--- src/rtl/asynfifo_err_stat_pkg.sv ---
`default_nettype none
// ============================================================================
// Module      : asynfifo_err_stat_pkg
// Description : Shared constants for the FIFO error statistics block:
//               counter address map, default counter width, read-FSM
//               state encoding and an address-to-class helper.
// Revision    : 1.0 - initial release
// ============================================================================
package asynfifo_err_stat_pkg;

    // Default event counter width
    localparam int C_CNT_W_DEF       = 16;

    // One counter per port per error class; host plus p0..p7
    localparam int C_PORTS_PER_CLASS = 9;
    localparam int C_NUM_CLASS       = 3;
    localparam int C_NUM_CNT         = C_PORTS_PER_CLASS * C_NUM_CLASS;

    // Counter address map
    localparam logic [4:0] C_RXO_BASE = 5'd0;
    localparam logic [4:0] C_RXU_BASE = 5'd9;
    localparam logic [4:0] C_TXO_BASE = 5'd18;
    localparam logic [4:0] C_MAX_ADDR = 5'd26;

    // Error class indices, also the bit positions in the summary vector
    localparam logic [1:0] C_CLS_RXO = 2'd0;
    localparam logic [1:0] C_CLS_RXU = 2'd1;
    localparam logic [1:0] C_CLS_TXO = 2'd2;

    typedef enum logic [1:0] {
        ST_IDLE = 2'd0,
        ST_CAPT = 2'd1,
        ST_ACK  = 2'd2
    } rd_state_t;

    // Error class that a (valid) counter address belongs to
    function automatic logic [1:0] addr_class(input logic [4:0] addr);
        if (addr >= C_TXO_BASE) begin
            return C_CLS_TXO;
        end else if (addr >= C_RXU_BASE) begin
            return C_CLS_RXU;
        end
        return C_CLS_RXO;
    endfunction

endpackage
`default_nettype wire

--- src/rtl/asynfifo_err_stat_signal_sync.sv ---
`default_nettype none
// ============================================================================
// Module      : signal_sync
// Description : Two-flop synchronizer bringing a single asynchronous level
//               into the i_clk domain.
// Ports       : i_clk - destination clock
//               i_rst - synchronous active-high reset
//               i_d   - asynchronous input level
//               o_q   - synchronized output level
// Revision    : 1.0 - initial release
// ============================================================================
module signal_sync (
    input  logic i_clk,
    input  logic i_rst,
    input  logic i_d,
    output logic o_q
);

    logic r_meta;
    logic r_sync;

    always_ff @(posedge i_clk) begin
        if (i_rst) begin
            r_meta <= 1'b0;
            r_sync <= 1'b0;
        end else begin
            r_meta <= i_d;
            r_sync <= r_meta;
        end
    end

    assign o_q = r_sync;

endmodule
`default_nettype wire

--- src/rtl/asynfifo_err_stat.sv ---
`default_nettype none
// ============================================================================
// Module      : asynfifo_err_stat
// Description : FIFO error statistics. Counts rx-overflow (asynchronous
//               pulses, synchronized), rx-underflow and tx-overflow events
//               per port in 27 saturating counters, exposes them through a
//               request/acknowledge read port with optional clear-on-read,
//               and keeps sticky per-class error summary flags.
// Ports       : i_clk / i_rst          - clock, synchronous active-high reset
//               i_rx_overflow_pulse    - async rx overflow pulses per port
//               i_rx_underflow_pulse   - rx underflow pulses per port
//               i_tx_overflow_pulse    - tx overflow pulses per port
//               i_rd_req/addr/clr      - counter read request, index, clear
//               o_rd_ack / o_rd_data   - read strobe and counter value
//               o_err_summary          - sticky {tx_ovf, rx_udf, rx_ovf}
//               o_irq                  - summary rise pulse (optional)
// Config      : ASYNFIFO_ERR_IRQ_EN - when defined adds o_irq, a one-cycle
//               pulse whenever any o_err_summary bit goes 0->1.
// Revision    : 1.0 - initial release
// ============================================================================
module asynfifo_err_stat
    import asynfifo_err_stat_pkg::*;
#(
    parameter int CNT_W = C_CNT_W_DEF,
    parameter int NPORT = C_PORTS_PER_CLASS
) (
    input  logic             i_clk,
    input  logic             i_rst,
    input  logic [NPORT-1:0] i_rx_overflow_pulse,
    input  logic [NPORT-1:0] i_rx_underflow_pulse,
    input  logic [NPORT-1:0] i_tx_overflow_pulse,
    input  logic             i_rd_req,
    input  logic [4:0]       i_rd_addr,
    input  logic             i_rd_clr,
    output logic             o_rd_ack,
    output logic [CNT_W-1:0] o_rd_data,
    output logic [2:0]       o_err_summary
`ifdef ASYNFIFO_ERR_IRQ_EN
    ,
    output logic             o_irq
`endif
);

    // ------------------------------------------------------------------
    // Event levels per class, padded to the fixed 9-port address map
    // ------------------------------------------------------------------
    logic [C_PORTS_PER_CLASS-1:0] w_rxo_lvl;
    logic [C_PORTS_PER_CLASS-1:0] w_rxu_lvl;
    logic [C_PORTS_PER_CLASS-1:0] w_txo_lvl;

    for (genvar p = 0; p < C_PORTS_PER_CLASS; p++) begin : g_port
        if (p < NPORT) begin : g_used
            signal_sync u_rxo_sync (
                .i_clk (i_clk),
                .i_rst (i_rst),
                .i_d   (i_rx_overflow_pulse[p]),
                .o_q   (w_rxo_lvl[p])
            );
            assign w_rxu_lvl[p] = i_rx_underflow_pulse[p];
            assign w_txo_lvl[p] = i_tx_overflow_pulse[p];
        end else begin : g_pad
            assign w_rxo_lvl[p] = 1'b0;
            assign w_rxu_lvl[p] = 1'b0;
            assign w_txo_lvl[p] = 1'b0;
        end
    end

    // ------------------------------------------------------------------
    // Rising-edge detection. Bit order matches the counter address map,
    // so w_evt[k] is the event for counter k.
    // ------------------------------------------------------------------
    logic [C_NUM_CNT-1:0] w_lvl;
    logic [C_NUM_CNT-1:0] r_lvl_d;
    logic [C_NUM_CNT-1:0] w_evt;

    assign w_lvl = {w_txo_lvl, w_rxu_lvl, w_rxo_lvl};
    assign w_evt = w_lvl & ~r_lvl_d;

    always_ff @(posedge i_clk) begin
        if (i_rst) begin
            r_lvl_d <= '0;
        end else begin
            r_lvl_d <= w_lvl;
        end
    end

    // ------------------------------------------------------------------
    // Read FSM state and captured request
    // ------------------------------------------------------------------
    rd_state_t        r_state;
    logic [4:0]       r_addr;
    logic             r_clr;
    logic             r_ack;
    logic [CNT_W-1:0] r_rd_data;

    logic [CNT_W-1:0] r_cnt     [C_NUM_CNT];
    logic [CNT_W-1:0] w_cnt_nxt [C_NUM_CNT];

    logic             w_addr_ok;
    logic             w_clr_act;
    logic [1:0]       w_cls;
    logic [CNT_W-1:0] w_rd_val;

    assign w_addr_ok = (r_addr <= C_MAX_ADDR);
    assign w_clr_act = (r_state == ST_CAPT) && r_clr && w_addr_ok;
    assign w_cls     = addr_class(r_addr);
    assign w_rd_val  = w_addr_ok ? r_cnt[r_addr] : '0;

    // ------------------------------------------------------------------
    // Counter next-state: clear first, then count, so an event landing in
    // the clearing cycle leaves the counter at 1 instead of being lost.
    // ------------------------------------------------------------------
    always_comb begin
        for (int k = 0; k < C_NUM_CNT; k++) begin
            w_cnt_nxt[k] = r_cnt[k];
            if (w_clr_act && (r_addr == 5'(k))) begin
                w_cnt_nxt[k] = '0;
            end
            if (w_evt[k] && (w_cnt_nxt[k] != '1)) begin
                w_cnt_nxt[k] = w_cnt_nxt[k] + 1'b1;
            end
        end
    end

    always_ff @(posedge i_clk) begin
        if (i_rst) begin
            for (int k = 0; k < C_NUM_CNT; k++) begin
                r_cnt[k] <= '0;
            end
        end else begin
            for (int k = 0; k < C_NUM_CNT; k++) begin
                r_cnt[k] <= w_cnt_nxt[k];
            end
        end
    end

    // ------------------------------------------------------------------
    // Sticky summary. A class flag drops only when a clear-on-read of that
    // class leaves every counter of the class at zero.
    // ------------------------------------------------------------------
    logic [2:0] r_sum;
    logic [2:0] w_sum_set;
    logic [2:0] w_cls_zero;
    logic [2:0] w_sum_clr;
    logic [2:0] w_sum_nxt;

    assign w_sum_set = {|w_evt[26:18], |w_evt[17:9], |w_evt[8:0]};

    always_comb begin
        w_cls_zero = '1;
        w_sum_clr  = '0;
        for (int c = 0; c < C_NUM_CLASS; c++) begin
            for (int p = 0; p < C_PORTS_PER_CLASS; p++) begin
                if (w_cnt_nxt[c * C_PORTS_PER_CLASS + p] != '0) begin
                    w_cls_zero[c] = 1'b0;
                end
            end
            w_sum_clr[c] = w_clr_act && (w_cls == 2'(c)) && w_cls_zero[c];
        end
    end

    assign w_sum_nxt = (r_sum | w_sum_set) & ~w_sum_clr;

    always_ff @(posedge i_clk) begin
        if (i_rst) begin
            r_sum <= '0;
        end else begin
            r_sum <= w_sum_nxt;
        end
    end

    assign o_err_summary = r_sum;

`ifdef ASYNFIFO_ERR_IRQ_EN
    logic r_irq;

    always_ff @(posedge i_clk) begin
        if (i_rst) begin
            r_irq <= 1'b0;
        end else begin
            r_irq <= |(w_sum_nxt & ~r_sum);
        end
    end

    assign o_irq = r_irq;
`endif

    // ------------------------------------------------------------------
    // Read FSM. The requester holds address and clear stable until the
    // acknowledge, so they are taken on the IDLE->CAPT edge and the CAPT
    // cycle works from the registered copy. Reset during CAPT suppresses
    // both the acknowledge and the clear.
    // ------------------------------------------------------------------
    always_ff @(posedge i_clk) begin
        if (i_rst) begin
            r_state   <= ST_IDLE;
            r_addr    <= '0;
            r_clr     <= 1'b0;
            r_ack     <= 1'b0;
            r_rd_data <= '0;
        end else begin
            r_ack <= 1'b0;
            case (r_state)
                ST_IDLE: begin
                    if (i_rd_req) begin
                        r_addr  <= i_rd_addr;
                        r_clr   <= i_rd_clr;
                        r_state <= ST_CAPT;
                    end
                end
                ST_CAPT: begin
                    r_rd_data <= w_rd_val;
                    r_ack     <= 1'b1;
                    r_state   <= ST_ACK;
                end
                ST_ACK: begin
                    r_state <= ST_IDLE;
                end
                default: begin
                    r_state <= ST_IDLE;
                end
            endcase
        end
    end

    assign o_rd_ack  = r_ack;
    assign o_rd_data = r_rd_data;

endmodule
`default_nettype wire

--- config.mk ---
export PLATFORM = sky130hd
export DESIGN_NAME = asynfifo_err_stat
export DESIGN_NICKNAME = d
export VERILOG_FILES = /design/src/rtl/asynfifo_err_stat_pkg.sv /design/src/rtl/asynfifo_err_stat_signal_sync.sv /design/src/rtl/asynfifo_err_stat.sv
export SDC_FILE = /design/constraint.sdc
export NUM_CORES = 2
export LEC_CHECK = 0
export CORE_MARGIN = 5
export CORE_UTILIZATION = 32
export DETAILED_ROUTE_END_ITERATION = 10
export PLACE_DENSITY_LB_ADDON = 0.2
export REMOVE_ABC_BUFFERS = 1
export SLEW_MARGIN = 10
export SYNTH_ARGS = -nofsm -noshare
export SYNTH_HDL_FRONTEND = slang
export SYNTH_HIERARCHICAL = 1
export SYNTH_SLANG_ARGS = --single-unit
--- constraint.sdc ---
create_clock -name i_clk -period 8.3 [get_ports i_clk]
set_clock_uncertainty 0.05 [all_clocks]
set_input_delay 0.83 -clock i_clk [delete_from_list [all_inputs] [get_ports i_clk]]
set_output_delay 0.83 -clock i_clk [all_outputs]
set_load 0.05 [all_outputs]
Word-level counts from Yosys, hierarchy flattened
Memory sizes are Yosys's and may differ from the RTL's. A register that Yosys moved wholly into a read port is not among the register bits.
Index checks and enable logic that the tools add are counted.

storage, ports and cells
  output and inout bits = 20
  register bits after elaboration = 73
  input port bits = 36
  bits in writable memories = 432
  memories kept = 1
  bits in latches = 0
  word-level logic and storage cells = 363
  ROM bits = 0

cells by class
  multipliers = 0
  multiplexer cells = 122
  order comparisons = 3
  eq/ne operators = 57
  div/mod/pow operators = 0
  shift-type cells = 0
  bitwise logic cells = 32
  add/sub/neg operators = 27
  reduce and logical (&&, ||, !) cells = 96

memory list
  memory  words  bits a word  rd ports  clocked after Yosys merged registers in  wr ports  line                     text
  r_cnt   27     16           28        1                                        27        asynfifo_err_stat.sv:96  logic [CNT_W-1:0] r_cnt [C_NUM_CNT];

operators with widths
  cell                                                               number
  two-way mux 16 bit                                                 82
  adder 16 x 1 -> 16 bit, second input constant                      27
  inequality test 16 bit, second input constant                      27
  nonzero test 16 bit                                                27
  logical AND 1 bit                                                  62
  == test 5 bit, second input constant                               11
  == test 5 x 4 -> 1 bit, second input constant                      8
  two-way mux 1 bit                                                  33
  AND 27 bit                                                         1
  inverter 27 bit                                                    1
  bitwise OR 1 bit                                                   27
  OR reduction 9 bit                                                 3
  == test 5 x 3 -> 1 bit, second input constant                      4
  == test 5 x 2 -> 1 bit, second input constant                      2
  two-way mux 5 bit                                                  2
  two-way mux 2 bit                                                  4
  == test 5 x 1 -> 1 bit, second input constant                      1
  greater-or-equal comparator 5 x 4 -> 1 bit, second input constant  1
  greater-or-equal comparator 5 bit, second input constant           1
  less-or-equal comparator 5 bit, second input constant              1
  zero test 5 bit                                                    1
  == test 2 x 1 -> 1 bit, second input constant                      2
  zero test 2 bit                                                    2
  one-hot mux 2 bit (2 select lines)                                 1
  6 further kinds                                                    6

Logic depth before layout (Yosys ltp)
  depth after elaboration = 21
  depth in mapped cells = 19
  mapped depth without buffers = 14

Cells and area by module
Netlist, hierarchy kept.

modules (own cells, without submodules)
  module             seq. area each (um2)  area each (um2)  cells an instance  instances
  asynfifo_err_stat  9849.4                32931.6          4036               1
  signal_sync        40.0                  52.6             4                  9

Least setup slack after synthesis
No wires, ideal clock.

  kind = register to register
  from = register r_clr
  to = register r_sum[2] (netlist: o_err_summary[2])
  path slack = 4.062 ns
  buffers on the path = 4
  arrival time = 4.069 ns
  stages on the path, launching flop included = 18
  setup time = 0.120 ns
  period minus slack after synthesis = 4.238 ns
  required time = 8.130 ns
  cells stage by stage = dfxtp_1 buf_2 and4b_1 clkbuf_1 nand2_1 clkbuf_1 and2_1 ha_1 nand3_1 or4b_1 buf_2 o21ai_2 a211o_1 or4b_1 or3_1 nor4_1 nand4_1 o31a_1

on the way
  word-level cells in the longest chain between the ends = 20
  elaborated cells on any way between the ends = 78
  classes of those cells = add/sub (9); eq/ne (9); mux (27); bitwise (2); reduce/logical (31)

ends and longest elaborated chain
  element                                                          line                      text
  from (decl)                                                      asynfifo_err_stat.sv:92   logic r_clr;
  from (signal assigned)                                           asynfifo_err_stat.sv:207  r_clr <= i_rd_clr;
  logical AND 1 bit * (2 in a row)                                 asynfifo_err_stat.sv:105  assign w_clr_act = (r_state == ST_CAPT) && r_clr && w_addr_ok;
  branches (longest 15 deep; another with adder 16 x 1 -> 16 bit)  -
  logical AND 1 bit *                                              asynfifo_err_stat.sv:158  w_sum_clr[c] = w_clr_act && (w_cls == 2'(c)) && w_cls_zero[c];
  inverter 3 bit *                                                 asynfifo_err_stat.sv:162  assign w_sum_nxt = (r_sum | w_sum_set) & ~w_sum_clr;
  AND 3 bit *                                                      asynfifo_err_stat.sv:162
  to (signal assigned)                                             asynfifo_err_stat.sv:168  r_sum <= w_sum_nxt;
  to (decl)                                                        asynfifo_err_stat.sv:141  logic [2:0] r_sum;

Every way passes the cells marked *.
A chain may end at the register's enable or synchronous reset.

Worst setup path after layout
  from = register r_addr[1]
  to = register r_sum[2] (netlist: o_err_summary[2])

on the way
  word-level cells in the longest chain between the ends = 20
  elaborated cells on any way between the ends = 94
  classes of those cells = add/sub (9); order compare (3); eq/ne (19); mux (31); bitwise (2); reduce/logical (30)

ends and longest elaborated chain
  element                                                          line                      text
  from (decl)                                                      asynfifo_err_stat.sv:91   logic [4:0] r_addr;
  from (signal assigned)                                           asynfifo_err_stat.sv:206  r_addr <= i_rd_addr;
  branches (longest 17 deep; another with adder 16 x 1 -> 16 bit)  -
  logical AND 1 bit *                                              asynfifo_err_stat.sv:158
  inverter 3 bit *                                                 asynfifo_err_stat.sv:162
  AND 3 bit *                                                      asynfifo_err_stat.sv:162

Marked as above.

==> run metrics <==
outcome=finished clean; CTS Root Cell=clkbuf_16; initial antenna violation count=6; unrepaired setup endpoints after global routing=false; drt wl/cell=25.13 um; worst path cell trace=and4b_1 > nand2_1 > and2_1 > ha_1 > nand3_1 > or4b_1 > o21ai_2 > a211o_1 > or4b_1 > or3_1 > nor4_1 > nand4_1 > o31a_1; # DRC=0; I/O Pins=56; CTS sink cnt=510; syn avg cell area=8.203 um2; delay-heaviest family, CP=simple AND/OR/NAND/NOR gates; reg2reg path depth=13; Ys Warns=6; die area=between 100000 and 150000 um2; Final Hold Viols=0; Syn-to-layout area delta=12.21%; element type at the critical path end=flip-flop; drt total wl=136.4 mm; FF+latch count, synth=a little over 500; Synth area leaders=dfxtp_1 31%, mux4_2 7.6%, nor2_1 5.1%; Clock Latency Late Sink=0.64 ns; Tot GR Track Use=0.2346; die height=333.1 um; DIE WIDTH=about 330 um; worst slew pin tran=1.138 ns; grt met1 use=0.3497; met2 usage=0.3522; DRT Pass-1 Iters=5; post-synth top area share=0.3056; Port Buf Inserts=55; met3 Use GR=0.03629; clk slew on worst S/H paths=about 0.060 ns; Resize count post-CTS=0; ys async rst share=0; Worst Hold Depth=1; Fillers=10790; post-detailed-route count of antenna-violating nets=0; fin nets=4052; register area share after synthesis=0.3056; via-per-instance ratio=between 6 and 7; CTS Buffer Depth=3; CP dominant cell by count=or4b_1; crit path DAT=between 6 and 7 ns; fmax=around 180 MHz; CP startpoint kind=flip-flop; Leakage=about 12 nW; Post-synth EDFFs=0; Worst VDD drop=151.4 uV; vias in the first global route=between 20000 and 30000; hpwl dp=103.9 mm; Initial Util=0.3223; CTS buffer count=67; Final Max Slew Viols=0; first-pass GRT wire length=between 200 and 250 mm; layout cells sized above 1=0.08156; CTS tree=done; Post-CTS Hold Buffers=0; CP bufs+invs=0; ys flop type=dfxtp_1; Cells after DPL=5302; Final Critical Period=5.661 ns; fin util=0.3617; grt ovf=0; via count=~33000; core area=103600 um2; Post-CTS Setup Bufs=0; period utilization=0.6821; Top Usage Layer GRT=met2; post-synth design cell area=33400 um2; Post-synth top cells=510 x dfxtp_1, 451 x nor2_1, 357 x nand2_1, 209 x clkbuf_1, 208 x nor3_1; power density over the cells=between 150 and 200 nW/um2; setup_tns=0 ns; cell count after synthesis=4072; CP max stage delay=0.81 ns; Final Non-Filler Cells=around 5400; crit-path max FO=23; Worst Hold Class=flip-flop to flip-flop; critical path depth=13; largest net degree at the start of global routing=81; Iter 0 DRT Violations=between 3000 and 4000; Finish-stage setup viols=0; Crit path required time=8.78 ns; num rows=about 120; Netlist cell types=98; Max Cap Viol=0; count leader, synth=dfxtp_1; CP max-delay cell=dfxtp_1; Critical Setup Path Class=flip-flop to flip-flop; Max H-tree Level=3; Slew Limit Headroom=0.2396; Synth area leader=dfxtp_1; gpl congestion=0.9954
-- area by class of cell --
class | instances | area [um2] | area share
well taps | 1380 | 1727 | 0.04606
diodes | 3 | 7.507 | 0.0002003
flip-flops and latches | 510 | 10220 | 0.2726
clock buffers | 93 | 1947 | 0.05194
clock inverters | 31 | 444.2 | 0.01185
repair buffers | 98 | 878.3 | 0.02343
inverters | 66 | 247.7 | 0.006609
multi-input cells | 3248 | 22010 | 0.5873
-- sequential cells by signal, indices dropped and copies added, names as in the netlist, named ones only --
name,flops
g_port.g_used.u_rxo_sync/o_q,9
g_port.g_used.u_rxo_sync/r_meta,9
o_err_summary,3
o_rd_ack,1
o_rd_data,16
r_addr,5
r_clr,1
r_cnt,432
r_lvl_d,27
r_state,2
-- cells in the final DEF, fill, tap and decap left out, drive strengths merged, types with 37 or more instances in the layout --
master and instances:
clkdlybuf4s50 54, buf 44, nor3 209, inv 69
nor2 454, and4 49, xnor2 190, mux2i 103
nand2 357, nand4 155, and2 90, nand3 184
nor4 89, a211oi 52, a21oi 137, o21ai 150
nor2b 85, clkbuf 93, mux4 112, dfxtp 510
and3 98, or3 38, a31oi 37, xor2 118
-- cells by family (layout without fill, tap and decap cells) --
family	Yosys count	after routing	synth area share
AO/OA/AOI/OAI	700	700	0.1454
flip-flops	510	510	0.3056
other	0	3	0
multiplexers	229	229	0.1111
adder cells (fa/ha/maj)	25	25	0.009364
AND/OR/NAND/NOR	1986	1986	0.3113
buffers and inverters	314	288	0.03648
XOR/XNOR	308	308	0.08076
-- path summary, 6_finish.rpt --
kind | start | slack [ns] | end
max | r_addr[1] | 2.64 | o_err_summary[2]
min | g_port[7].g_used.u_rxo_sync/r_meta | 0.38 | g_port[7].g_used.u_rxo_sync/o_q
max reg2reg | r_addr[1] | 2.64 | o_err_summary[2]
min reg2reg | g_port[7].g_used.u_rxo_sync/r_meta | 0.38 | g_port[7].g_used.u_rxo_sync/o_q
-- routing by layer --
layer	vias up	share of wire	wire, um
li1	15090	-	-
met1	15870	0.46	62990
met2	1469	0.43	58410
met3	207	0.080	10970
met4	0	0.030	4063
met5	-	0	0
-- worst register-to-register path, stage by stage (launching register included) --
cell and delay (ns):
dfxtp_1 0.81, and4b_1 0.47, nand2_1 0.47, and2_1 0.25, ha_1 0.28, nand3_1 0.20
or4b_1 0.70, o21ai_2 0.61, a211o_1 0.19, or4b_1 0.42, or3_1 0.41, nor4_1 0.27
nand4_1 0.13, o31a_1 0.32
-- metrics by stage --
stage / hold WS, ns / setup slack (ns) / total power (W) / cell area [um2]
6_report: 0.3788 / 2.639 / 0.006166 / 37480
5_1_grt: 0.3976 / 2.250 / 0.006365 / 37480
4_1_cts: 0.3850 / 2.750 / 0.006234 / 37480
3_5_place_dp: 0.3720 / 2.747 / 0.003017 / 35090
3_3_place_gp: 0.3678 / 2.856 / 0.003016 / 35090
2_1_floorplan: 0.3638 / 2.305 / 0.002830 / 32430
-- power breakdown --
| part | switching [W] | leakage, nW | internal, W |
|---|---|---|---|
| registers | 0.0000746 | 4.13 | 0.00248 |
| clock network | 0.00124 | 1.18 | 0.00196 |
| logic | 0.000258 | 6.95 | 0.000156 |
No activity file was read; power rests on OpenSTA's default activity.
